<file path="src/rtl/mem_access_if.sv">
// mem_access_if -- bundle of the memory-access stage's handshake and bus signals.
//
// Groups three sides of the stage:
//   execution side : in_valid/in_ready handshake plus the decoded op fields
//                    (pc_w, mem_w, is_ld, reg_w, result_w, result, rd_data)
//   data memory    : dm_req/dm_ack handshake, dm_we, dm_addr, dm_wdata, dm_rdata
//   writeback      : wb_en/wb_addr/wb_data register-file port, pc_load/pc_target
//                    redirect, err timeout pulse
//
// Modports:
//   master : the mem_access stage itself
//   slave  : the surrounding environment (execution stage, memory, regfile)
interface mem_access_if #(
    parameter int DATA_W = 16,
    parameter int REG_AW = 3
) ();
    logic              in_valid;
    logic              in_ready;
    logic              pc_w;
    logic              mem_w;
    logic              is_ld;
    logic              reg_w;
    logic [REG_AW-1:0] result_w;
    logic [DATA_W-1:0] result;
    logic [DATA_W-1:0] rd_data;

    logic              dm_req;
    logic              dm_we;
    logic [DATA_W-1:0] dm_addr;
    logic [DATA_W-1:0] dm_wdata;
    logic              dm_ack;
    logic [DATA_W-1:0] dm_rdata;

    logic              wb_en;
    logic [REG_AW-1:0] wb_addr;
    logic [DATA_W-1:0] wb_data;
    logic              pc_load;
    logic [DATA_W-1:0] pc_target;
    logic              err;

    modport master (
        input  in_valid, pc_w, mem_w, is_ld, reg_w, result_w, result, rd_data,
        input  dm_ack, dm_rdata,
        output in_ready,
        output dm_req, dm_we, dm_addr, dm_wdata,
        output wb_en, wb_addr, wb_data, pc_load, pc_target, err
    );

    modport slave (
        output in_valid, pc_w, mem_w, is_ld, reg_w, result_w, result, rd_data,
        output dm_ack, dm_rdata,
        input  in_ready,
        input  dm_req, dm_we, dm_addr, dm_wdata,
        input  wb_en, wb_addr, wb_data, pc_load, pc_target, err
    );
endinterface

</file>
<file path="src/rtl/mem_access.sv">
// mem_access -- memory-access / writeback stage of the 16-bit core.
//
// Registers the execution-stage results, issues data-memory loads/stores over
// a req/ack handshake, and produces the register-file write port and the PC
// redirect. in_ready drops while a memory access is outstanding.
//
// Ports:
//   clk  : clock
//   rst  : synchronous, active-high reset
//   bus  : mem_access_if.master (execution handshake + op fields, data-memory
//          req/ack bus, writeback port, PC redirect, err pulse)
//
// Optional feature (macro MEM_TIMEOUT_EN): when defined, an access that sees no
// dm_ack within MAX_WAIT cycles is aborted; the DONE cycle then pulses err,
// suppresses wb_en and still honours pc_load. When undefined, ACCESS waits
// indefinitely and err is tied low.
module mem_access #(
    parameter int DATA_W   = 16,
    parameter int REG_AW   = 3,
    parameter int MAX_WAIT = 15
) (
    input logic          clk,
    input logic          rst,
    mem_access_if.master bus
);

    typedef enum logic [1:0] {
        IDLE   = 2'd0,
        ACCESS = 2'd1,
        DONE   = 2'd2
    } state_e;

    state_e            state_q, state_d;

    // Fields latched on transfer; they stay stable through ACCESS and DONE.
    logic              pc_w_q, pc_w_d;
    logic              mem_w_q, mem_w_d;
    logic              is_ld_q, is_ld_d;
    logic              reg_w_q, reg_w_d;
    logic [REG_AW-1:0] result_w_q, result_w_d;
    logic [DATA_W-1:0] result_q, result_d;
    logic [DATA_W-1:0] rd_data_q, rd_data_d;

    // Registered outputs.
    logic              dm_req_q, dm_req_d;
    logic              wb_en_q, wb_en_d;
    logic [DATA_W-1:0] wb_data_q, wb_data_d;
    logic              pc_load_q, pc_load_d;

`ifdef MEM_TIMEOUT_EN
    localparam int CNT_W = (MAX_WAIT > 1) ? $clog2(MAX_WAIT) : 1;

    logic [CNT_W-1:0]  wait_cnt_q, wait_cnt_d;
    logic              err_q, err_d;
`else
    logic              unused_max_wait;
    assign unused_max_wait = ^MAX_WAIT;
`endif

    always_comb begin
        state_d    = state_q;
        pc_w_d     = pc_w_q;
        mem_w_d    = mem_w_q;
        is_ld_d    = is_ld_q;
        reg_w_d    = reg_w_q;
        result_w_d = result_w_q;
        result_d   = result_q;
        rd_data_d  = rd_data_q;
        dm_req_d   = dm_req_q;
        wb_en_d    = 1'b0;
        wb_data_d  = wb_data_q;
        pc_load_d  = 1'b0;
`ifdef MEM_TIMEOUT_EN
        wait_cnt_d = wait_cnt_q;
        err_d      = 1'b0;
`endif

        case (state_q)
            ACCESS: begin
                if (bus.dm_ack) begin
                    state_d   = DONE;
                    dm_req_d  = 1'b0;
                    // A store (even with is_ld also set) never writes back.
                    wb_en_d   = reg_w_q & ~mem_w_q;
                    wb_data_d = is_ld_q ? bus.dm_rdata : result_q;
                    pc_load_d = pc_w_q;
`ifdef MEM_TIMEOUT_EN
                end else if (wait_cnt_q == CNT_W'(MAX_WAIT - 1)) begin
                    // Last allowed cycle without ack: abort the access.
                    state_d   = DONE;
                    dm_req_d  = 1'b0;
                    err_d     = 1'b1;
                    pc_load_d = pc_w_q;
                end else begin
                    wait_cnt_d = wait_cnt_q + CNT_W'(1);
`endif
                end
            end

            // IDLE and DONE both accept a new op; DONE without a transfer falls to IDLE.
            default: begin
                if (bus.in_valid) begin
                    pc_w_d     = bus.pc_w;
                    mem_w_d    = bus.mem_w;
                    is_ld_d    = bus.is_ld;
                    reg_w_d    = bus.reg_w;
                    result_w_d = bus.result_w;
                    result_d   = bus.result;
                    rd_data_d  = bus.rd_data;
                    if (bus.mem_w | bus.is_ld) begin
                        state_d    = ACCESS;
                        dm_req_d   = 1'b1;
`ifdef MEM_TIMEOUT_EN
                        wait_cnt_d = '0;
`endif
                    end else begin
                        state_d   = DONE;
                        wb_en_d   = bus.reg_w;
                        wb_data_d = bus.result;
                        pc_load_d = bus.pc_w;
                    end
                end else begin
                    state_d = IDLE;
                end
            end
        endcase
    end

    always_ff @(posedge clk) begin
        if (rst) begin
            state_q    <= IDLE;
            pc_w_q     <= 1'b0;
            mem_w_q    <= 1'b0;
            is_ld_q    <= 1'b0;
            reg_w_q    <= 1'b0;
            result_w_q <= '0;
            result_q   <= '0;
            rd_data_q  <= '0;
            dm_req_q   <= 1'b0;
            wb_en_q    <= 1'b0;
            wb_data_q  <= '0;
            pc_load_q  <= 1'b0;
`ifdef MEM_TIMEOUT_EN
            wait_cnt_q <= '0;
            err_q      <= 1'b0;
`endif
        end else begin
            state_q    <= state_d;
            pc_w_q     <= pc_w_d;
            mem_w_q    <= mem_w_d;
            is_ld_q    <= is_ld_d;
            reg_w_q    <= reg_w_d;
            result_w_q <= result_w_d;
            result_q   <= result_d;
            rd_data_q  <= rd_data_d;
            dm_req_q   <= dm_req_d;
            wb_en_q    <= wb_en_d;
            wb_data_q  <= wb_data_d;
            pc_load_q  <= pc_load_d;
`ifdef MEM_TIMEOUT_EN
            wait_cnt_q <= wait_cnt_d;
            err_q      <= err_d;
`endif
        end
    end

    // in_ready is a pure state decode so it reads 1 straight out of reset.
    assign bus.in_ready  = (state_q != ACCESS);
    assign bus.dm_req    = dm_req_q;
    assign bus.dm_we     = mem_w_q;
    assign bus.dm_addr   = result_q;
    assign bus.dm_wdata  = rd_data_q;
    assign bus.wb_en     = wb_en_q;
    assign bus.wb_addr   = result_w_q;
    assign bus.wb_data   = wb_data_q;
    assign bus.pc_load   = pc_load_q;
    assign bus.pc_target = result_q;
`ifdef MEM_TIMEOUT_EN
    assign bus.err       = err_q;
`else
    assign bus.err       = 1'b0;
`endif

endmodule

</file>
<file path="src/flat_wrapper.sv">
// flat-port wrapper written by rule: the top's interface ports become plain ports
module mem_access_flat 
#(
    parameter int DATA_W   = 16,
    parameter int REG_AW   = 3,
    parameter int MAX_WAIT = 15
)
  (clk, rst, bus_in_valid, bus_pc_w, bus_mem_w, bus_is_ld, bus_reg_w, bus_result_w, bus_result, bus_rd_data, bus_dm_ack, bus_dm_rdata, bus_in_ready, bus_dm_req, bus_dm_we, bus_dm_addr, bus_dm_wdata, bus_wb_en, bus_wb_addr, bus_wb_data, bus_pc_load, bus_pc_target, bus_err);
  mem_access_if #(.DATA_W(DATA_W), .REG_AW(REG_AW)) bus_i ();
  input logic clk;
  input logic rst;
  input wire logic [$bits(bus_i.in_valid)-1:0] bus_in_valid;
  input wire logic [$bits(bus_i.pc_w)-1:0] bus_pc_w;
  input wire logic [$bits(bus_i.mem_w)-1:0] bus_mem_w;
  input wire logic [$bits(bus_i.is_ld)-1:0] bus_is_ld;
  input wire logic [$bits(bus_i.reg_w)-1:0] bus_reg_w;
  input wire logic [$bits(bus_i.result_w)-1:0] bus_result_w;
  input wire logic [$bits(bus_i.result)-1:0] bus_result;
  input wire logic [$bits(bus_i.rd_data)-1:0] bus_rd_data;
  input wire logic [$bits(bus_i.dm_ack)-1:0] bus_dm_ack;
  input wire logic [$bits(bus_i.dm_rdata)-1:0] bus_dm_rdata;
  output wire logic [$bits(bus_i.in_ready)-1:0] bus_in_ready;
  output wire logic [$bits(bus_i.dm_req)-1:0] bus_dm_req;
  output wire logic [$bits(bus_i.dm_we)-1:0] bus_dm_we;
  output wire logic [$bits(bus_i.dm_addr)-1:0] bus_dm_addr;
  output wire logic [$bits(bus_i.dm_wdata)-1:0] bus_dm_wdata;
  output wire logic [$bits(bus_i.wb_en)-1:0] bus_wb_en;
  output wire logic [$bits(bus_i.wb_addr)-1:0] bus_wb_addr;
  output wire logic [$bits(bus_i.wb_data)-1:0] bus_wb_data;
  output wire logic [$bits(bus_i.pc_load)-1:0] bus_pc_load;
  output wire logic [$bits(bus_i.pc_target)-1:0] bus_pc_target;
  output wire logic [$bits(bus_i.err)-1:0] bus_err;
  assign bus_i.in_valid = bus_in_valid;
  assign bus_i.pc_w = bus_pc_w;
  assign bus_i.mem_w = bus_mem_w;
  assign bus_i.is_ld = bus_is_ld;
  assign bus_i.reg_w = bus_reg_w;
  assign bus_i.result_w = bus_result_w;
  assign bus_i.result = bus_result;
  assign bus_i.rd_data = bus_rd_data;
  assign bus_i.dm_ack = bus_dm_ack;
  assign bus_i.dm_rdata = bus_dm_rdata;
  assign bus_in_ready = bus_i.in_ready;
  assign bus_dm_req = bus_i.dm_req;
  assign bus_dm_we = bus_i.dm_we;
  assign bus_dm_addr = bus_i.dm_addr;
  assign bus_dm_wdata = bus_i.dm_wdata;
  assign bus_wb_en = bus_i.wb_en;
  assign bus_wb_addr = bus_i.wb_addr;
  assign bus_wb_data = bus_i.wb_data;
  assign bus_pc_load = bus_i.pc_load;
  assign bus_pc_target = bus_i.pc_target;
  assign bus_err = bus_i.err;
  mem_access #(.DATA_W(DATA_W), .REG_AW(REG_AW), .MAX_WAIT(MAX_WAIT)) u_core (.clk(clk), .rst(rst), .bus(bus_i));
endmodule
</file>
<file path="config.mk">
export PLATFORM = sky130hd
export DESIGN_NAME = mem_access_flat
export DESIGN_NICKNAME = d
export VERILOG_FILES = /design/src/rtl/mem_access_if.sv /design/src/rtl/mem_access.sv /design/src/flat_wrapper.sv
export SDC_FILE = /design/constraint.sdc
export NUM_CORES = 1
export LEC_CHECK = 0
export ABC_CLOCK_PERIOD_IN_PS = 1700
export CORE_MARGIN = 4
export CORE_UTILIZATION = 36
export DETAILED_ROUTE_END_ITERATION = 6
export PLACE_DENSITY = 0.7
export SYNTH_ARGS = -nofsm -noshare
export SYNTH_HDL_FRONTEND = slang
export SYNTH_SLANG_ARGS = --single-unit
</file>
<file path="constraint.sdc">
create_clock -name clk -period 1.7 [get_ports clk]
set_input_delay 0.34 -clock clk [delete_from_list [all_inputs] [get_ports clk]]
set_output_delay 0.34 -clock clk [all_outputs]
set_load 0.01 [all_outputs]
</file>
# == After elaboration in Yosys (flattened, before gate mapping) ==
# Index checks and enable logic that the tools add are counted.
# word_totals
regBits,60
inputBits,59
out_inout_bits,73
wordCells,46
# classes
eq_ne,4
muxes,21
bitwise_logic,4
n_reduce_logical,5
# op_table
operator,n
$mux W16,5
$mux W1,12
$mux W2,4
$reduce_and A3 Y1,2
$ne A2 B2 Y1 const B,2
$reduce_bool A2 Y1,2
$eq A2 B1 Y1 const B,1
$ne A2 B1 Y1 const B,1
$not A1 Y1,2
$reduce_and A2 Y1,1
$and A1 B1 Y1,1
$or A1 B1 Y1,1

# == Depth between registers and ports, before layout ==
# Gate-level depths: netlist of run 1.
# logic_depth
word_depth,4
depth_mapped,7
ltp_nobuf,4

# == Least setup slack after synthesis of run 1 ==
# OpenSTA, ideal clock, no wires.
# synth_timing
kind,input to register
start,input bus_in_valid
end,register u_core.wb_data_q[0] (netlist: u_core.bus.wb_data[0])
setup_time_ns,0.096
arrival_time_ns,1.474
required_time_ns,1.604
path_slack_ns,0.131
stages,7
path_buffers,4
cell_sequence,buf_4 inv_2 buf_2 o31a_1 buf_6 buf_6 o41ai_2
# synth_via
elab_chain_cells,2
# synth_rtl
item,line,rtl
"start, declared",flat_wrapper.sv:12,input wire logic [$bits(bus_i.in_valid)-1:0] bus_in_valid;
$reduce_bool A2 Y1 (no source line),-,
$reduce_and A3 Y1 (no source line),-,
"end signal, assigned",mem_access.sv:158,wb_data_q <= wb_data_d;
"end, declared",mem_access.sv:47,"logic [DATA_W-1:0] wb_data_q, wb_data_d;"
# No other way between the ends.
# A chain may end at the register's enable or synchronous reset.

# == Final worst setup path of run 1 ==
# layout_timing
start,input bus_is_ld
end,register u_core.wb_data_q[10] (netlist: u_core.bus.wb_data[10])
# layout_via
elab_chain_cells,3
# layout_rtl
item,line,rtl
"start, declared",flat_wrapper.sv:15,input wire logic [$bits(bus_i.is_ld)-1:0] bus_is_ld;
$or A1 B1 Y1,mem_access.sv:110,if (bus.mem_w | bus.is_ld) begin
$ne A2 B2 Y1 (no source line),-,
$reduce_and A3 Y1 (no source line),-,
# No other way between the ends.

==> results.cfg, run 1 <==
[logic_synthesis]
yosys_warnings = 0
synth_top_flop_cell = dfxtp_1
ys_async_sr_fraction_pct = 0
post-synth-top-count-cell = dfxtp_1
netlist_area_mm2 = 0.00294
yosys.area.top_type_share_pct = 40.8
ys_seq_area_share_pct = 40.8
synth_common_cells = 60 x dfxtp_1, 43 x a21oi_1, 41 x nand3_1, 39 x o21ai_0, 33 x nor2b_1
postSynthCellCount = 351
avgSynthCellArea_um2 = 8.38
synth_edf_count = 0
ys_ff_latch = 60
synth_area_leaders = dfxtp_1 41%, a21oi_1 7.3%, nor2b_1 7.0%
yosysTopAreaCell = dfxtp_1
yosysUniqueCellTypes = 25
synth.net_count = 410

[sta]
finClkSkew_ps = 10.6
fin_hold_ws_ps = 467
maxSlewViolCount = 0
fmax_mhz = 610
min_period_ps = 1640
rsz0062_at_grt = false
finalSetupViolations = 0
hold_violations = 0
setup_tns_ps = 0
setup_ws_ps = 61.8
timing.final.crit_share_pct = 96.4

[finish]
diodes = 0
syn2layout_area_growth_pct = 50.6
seqCellArea_mm2 = 0.00120
multi_input_area_mm2 = 0.00142
final_util_pct = 56.5
fillers = 739
fin_nets = 510
fin_area_mm2 = 0.00443
fin_cells = 558
drive_above_1_share_pct = 10.1

[critical_path]
worstSetupEndpointType = register
worstPathArrival_ps = 1850
startpoint = bus_is_ld
r2r_slack_ps = 290
start_kind = input pin
path_max_fanout = 17
r2r-end = u_core.bus.wb_data[10]
crit_type = input pin to register
crit_path_end = u_core.bus.wb_data[10]
reg2reg_from = u_core.state_q[0]
critPathRequiredTime_ps = 1910
r2r_cells = 4

[floorplanning]
initial_core_util_pct = 37.5
die_width_um = 98.4
dieHeight_um = 98.4
coreArea_mm2 = 0.00785
dieArea_mm2 = 0.00968
rows = 32
io-pin-count = 132

[detailed_routing]
routed_wirelength_um = 9240
viasPerCell = 5.39
wl_per_cell_um = 16.6
ant_nets = 0
drc = 0
drt_iter0_markers = 149
dr.pass1.iters = 4
via_count = 3008

[grt]
grt_pass1_vias = 2949
antenna_found_initial = 0
grt_max_degree = 77
grt_first_pass_wirelength_um = 14600
globalRouteTotalUtil_pct = 18.3
grt-ovfl-total = 0

[worst_hold_path]
hp-class = register to register
worstHoldStart = u_core.pc_w_q

[cts]
cts_setup_buffers = 0
cts_tree = done
clock_sinks = 60
root_buffer = clkbuf_8
insertion_delay_ps = 330
clk_pin_slew_worst_paths_ps = 70
cts_inserted_buffers = 9
cts_buffer_depth = 2
htree_num_levels = 3

[power]
vdd_drop_max_mv = 0.461
power_density_mw_per_mm2 = 853
power_mw = 3.78
power_leakage_nw = 1.59

[placed_design]
dp_hpwl_um = 6130
dp.cells = 542
gp_congestion = 0.783
placement.io_buffers = 130
dpl_cell_area_mm2 = 0.00422
place_ws_ps = -261

[flow_run]
max-cap-violations = 0

[status]
status = completed
## timing repair
item,in CTS,in global routing
gates resized for setup,1,0
hold buffers,0,0
setup endpoints to repair,1,0
hold endpoints to repair,0,0
## report_power, final
part / internal, mW / switching, mW / total, mW
clock: 0.859 / 0.552 / 1.41
sequential: 1.50 / 0.0520 / 1.55
combinational: 0.436 / 0.387 / 0.823
## layout by cell type, fill, tap and decap left out, types with 14 or more instances in the layout
master           netlist  final
o311ai_1              14     14
nand3_1               41     41
a21oi_1               43     43
dfxtp_1               60     60
nor2_1                18     18
o21ai_0               39     39
buf_4                 18     14
nor2b_1               33     32
clkdlybuf4s50_1        0    127
a211oi_1              16     16
## how the worst min path moves through the flow
| stage | to | slack [ps] | cells past startpoint |
|---|---|---|---|
| after detailed placement | u_core.bus.pc_load | 460 | 2 |
| final | u_core.bus.pc_load | 470 | 2 |
| after CTS | u_core.bus.pc_load | 470 | 2 |
| after floorplan | u_core.bus.pc_load | 440 | 2 |
| after global routing | u_core.bus.pc_load | 490 | 2 |
| after global placement | u_core.bus.dm_req | 450 | 2 |
## cell type report
class	instances	share of cell area (%)
Multi-Input combinational cell	231	32.1
Tap cell	102	2.88
Sequential cell	60	27.1
Clock inverter	5	1.69
Clock buffer	11	3.19
Inverter	2	0.169
Timing Repair Buffer	147	32.8
## sequential cells by signal, summed over array words and instances, names as in the netlist
signal               count
u_core.bus.wb_addr       3
u_core.bus.wb_data      16
u_core.bus.pc_load       1
u_core.bus.dm_addr      16
u_core.bus.dm_we         1
u_core.bus.dm_req        1
u_core.bus.wb_en         1
u_core.is_ld_q           1
u_core.bus.dm_wdata     16
u_core.pc_w_q            1
u_core.reg_w_q           1
u_core.state_q           2
## per-layer routing
metal	track usage, %	wire [µm]	vias up
li1	-	-	1461
met1	22.5	4020	1444
met2	30.8	4470	90
met3	4.21	563	13
met4	7.04	181	0
met5	0	0	-
## cells by family after synthesis
kind of cell | synth area share, %
AO/OA/AOI/OAI | 30.2
buffers and inverters | 11.1
flip-flops | 40.8
other | 0.127
AND/OR/NAND/NOR | 17.8
## worst max-delay path, cell delays in order
cell	delay, ps
clkdlybuf4s50_1	420
or2_1	270
o31a_1	280
buf_12	160
o41ai_1	360
(Power assumes the default switching activity.)
==> run 2: changes to the inputs <==
--- a/config.mk
+++ b/config.mk
@@ -5,11 +5,11 @@
 export SDC_FILE = /design/constraint.sdc
 export NUM_CORES = 1
 export LEC_CHECK = 0
-export ABC_CLOCK_PERIOD_IN_PS = 1700
+export ABC_CLOCK_PERIOD_IN_PS = 1300
 export CORE_MARGIN = 4
 export CORE_UTILIZATION = 36
 export DETAILED_ROUTE_END_ITERATION = 6
-export PLACE_DENSITY = 0.7
+export PLACE_DENSITY = 0.73
 export SYNTH_ARGS = -nofsm -noshare
 export SYNTH_HDL_FRONTEND = slang
 export SYNTH_SLANG_ARGS = --single-unit
==> constraint.sdc (replaced) <==
create_clock -name clk -period 1.3 [get_ports clk]
set_input_delay 0.26 -clock clk [delete_from_list [all_inputs] [get_ports clk]]
set_output_delay 0.26 -clock clk [all_outputs]
set_load 0.01 [all_outputs]
==> run 2 against run 1 <==
Net effect: non-clock buffer count up 27; critical path depth unchanged; setup slack worse by 260 ps; largest cell class is now multi-input combinational cells; sequential share of layout area shrank 4.2 points; combinational power rose by 73%; the run now ends with setup timing left; largest power group unchanged; via count is 7.5% higher; die area unchanged.
==> results.cfg, run 2 (same netlist as run 1, synthesis figures left out) <==
[grt]
antenna_found_initial = 0
grt-ovfl-total = 0
globalRouteTotalUtil_pct = 22.0
grt_max_degree = 56
grt_pass1_vias = 3346
grt_first_pass_wirelength_um = 17300

[placed_design]
placement.io_buffers = 130
dpl_cell_area_mm2 = 0.00429
dp_hpwl_um = 6340
place_ws_ps = -654
gp_congestion = 0.758

[detailed_routing]
viasPerCell = 5.52
dr.pass1.iters = 4
drt_iter0_markers = 177
via_count = 3235
ant_nets = 0
wl_per_cell_um = 19.2
drc = 0
routed_wirelength_um = 11200

[cts]
insertion_delay_ps = 340
clk_pin_slew_worst_paths_ps = 60
cts_tree = done
cts_buffer_depth = 2
clock_sinks = 60
htree_num_levels = 3
ctsHoldBuffers = 0
cts_inserted_buffers = 9
root_buffer = clkbuf_8

[floorplanning]
die_width_um = 98.4
dieHeight_um = 98.4
initial_core_util_pct = 37.5
rows = 32
io-pin-count = 132
dieArea_mm2 = 0.00968
coreArea_mm2 = 0.00785

[flow_run]
max-cap-violations = 0

[critical_path]
worstSetupEndpointType = register
critPathRequiredTime_ps = 1540
path_max_fanout = 5
crit_path_max_incr_delay_ps = 330
start_kind = register
worstPathCellList = nor2b_4 > buf_8 > o31a_4 > buf_4 > o41ai_4
cp_num_buf_inv = 2
crit_type = register to register
cp_slowest_cell = o31a_4
critPathTopFamily = compound AO/OA/AOI/OAI gates
worstPathArrival_ps = 1740

[finish]
fin_area_mm2 = 0.00527
fin_nets = 538
syn2layout_area_growth_pct = 79.2
multi_input_area_mm2 = 0.00189
diodes = 0
drive_above_1_share_pct = 27.9
mostFrequentLayoutCell = dlygate4sd2_1
fillers = 645
seqCellArea_mm2 = 0.00121
layout_common_cells = 71 x dlygate4sd2_1, 54 x clkdlybuf4s50_1, 53 x dfxtp_1

[sta]
hold_violations = 0
min_period_ps = 1500
setup_tns_ps = -2030
fmax_mhz = 668
rsz0062_at_grt = true
setup_ws_ps = -197
finalSetupViolations = 23
maxSlewViolCount = 0
timing.final.crit_share_pct = 115
finClkSkew_ps = 12.3

[power]
power_density_mw_per_mm2 = 986
power_leakage_nw = 2.22
vdd_drop_max_mv = 0.947

[worst_hold_path]
hp-class = input pin to register

[status]
violations = setup timing
status = finished with violations
-- run 2: cell type report --
cell class,count,share of cell area [%]
clock inverter,4,0.902
inverter,2,0.142
multi-input combinational,232,35.9
clock buffer,12,2.94
timing repair buffer,174,34.7
sequential,60,23.0
tap,102,2.42
-- run 2: power breakdown --
group	internal (mW)	switching (mW)	leakage, nW	total [mW]
Sequential	1.96	0.0724	0.495	2.03
Clock	0.984	0.762	0.102	1.75
Combinational	0.712	0.709	1.63	1.42
-- run 2: repair_timing --
action,4_1_cts,5_1_grt
gates resized for setup,156,55
setup endpoints to repair,95,46
gates cloned,6,1
pin swaps,23,28
buffers inserted,13,4
-- run 2: worst paths after layout --
| path | startpoint | to | slack (ps) | cells after the start |
|---|---|---|---|---|
| max | u_core.state_q[0] | u_core.bus.wb_data[13] | -200 | 5 |
| max reg2reg | u_core.state_q[0] | u_core.bus.wb_data[13] | -200 | 5 |
| min reg2reg | u_core.bus.dm_req | u_core.bus.dm_req | 460 | 2 |
| min | rst | u_core.bus.dm_addr[0] | 290 | 2 |
-- run 2: metrics by stage --
step / cells / power, mW / hold slack, ps / utilization (%)
final: 586 / 5.20 / 285 / 67.2
after global routing: 586 / 5.42 / 276 / 67.2
after CTS: 583 / 5.09 / 293 / 64.1
after detailed placement: 548 / 3.17 / 457 / 54.6
after global placement: 548 / 3.15 / 454 / 54.6
after floorplan: 351 / 2.59 / 408 / -
-- run 2: metal layers --
| layer | vias to the layer above | wire length (µm) | track usage (%) |
|---|---|---|---|
| li1 | 1536 | - | - |
| met1 | 1562 | 4650 | 27.1 |
| met2 | 115 | 5620 | 37.1 |
| met3 | 22 | 726 | 5.71 |
| met4 | 0 | 230 | 7.77 |
| met5 | - | 0 | 0 |
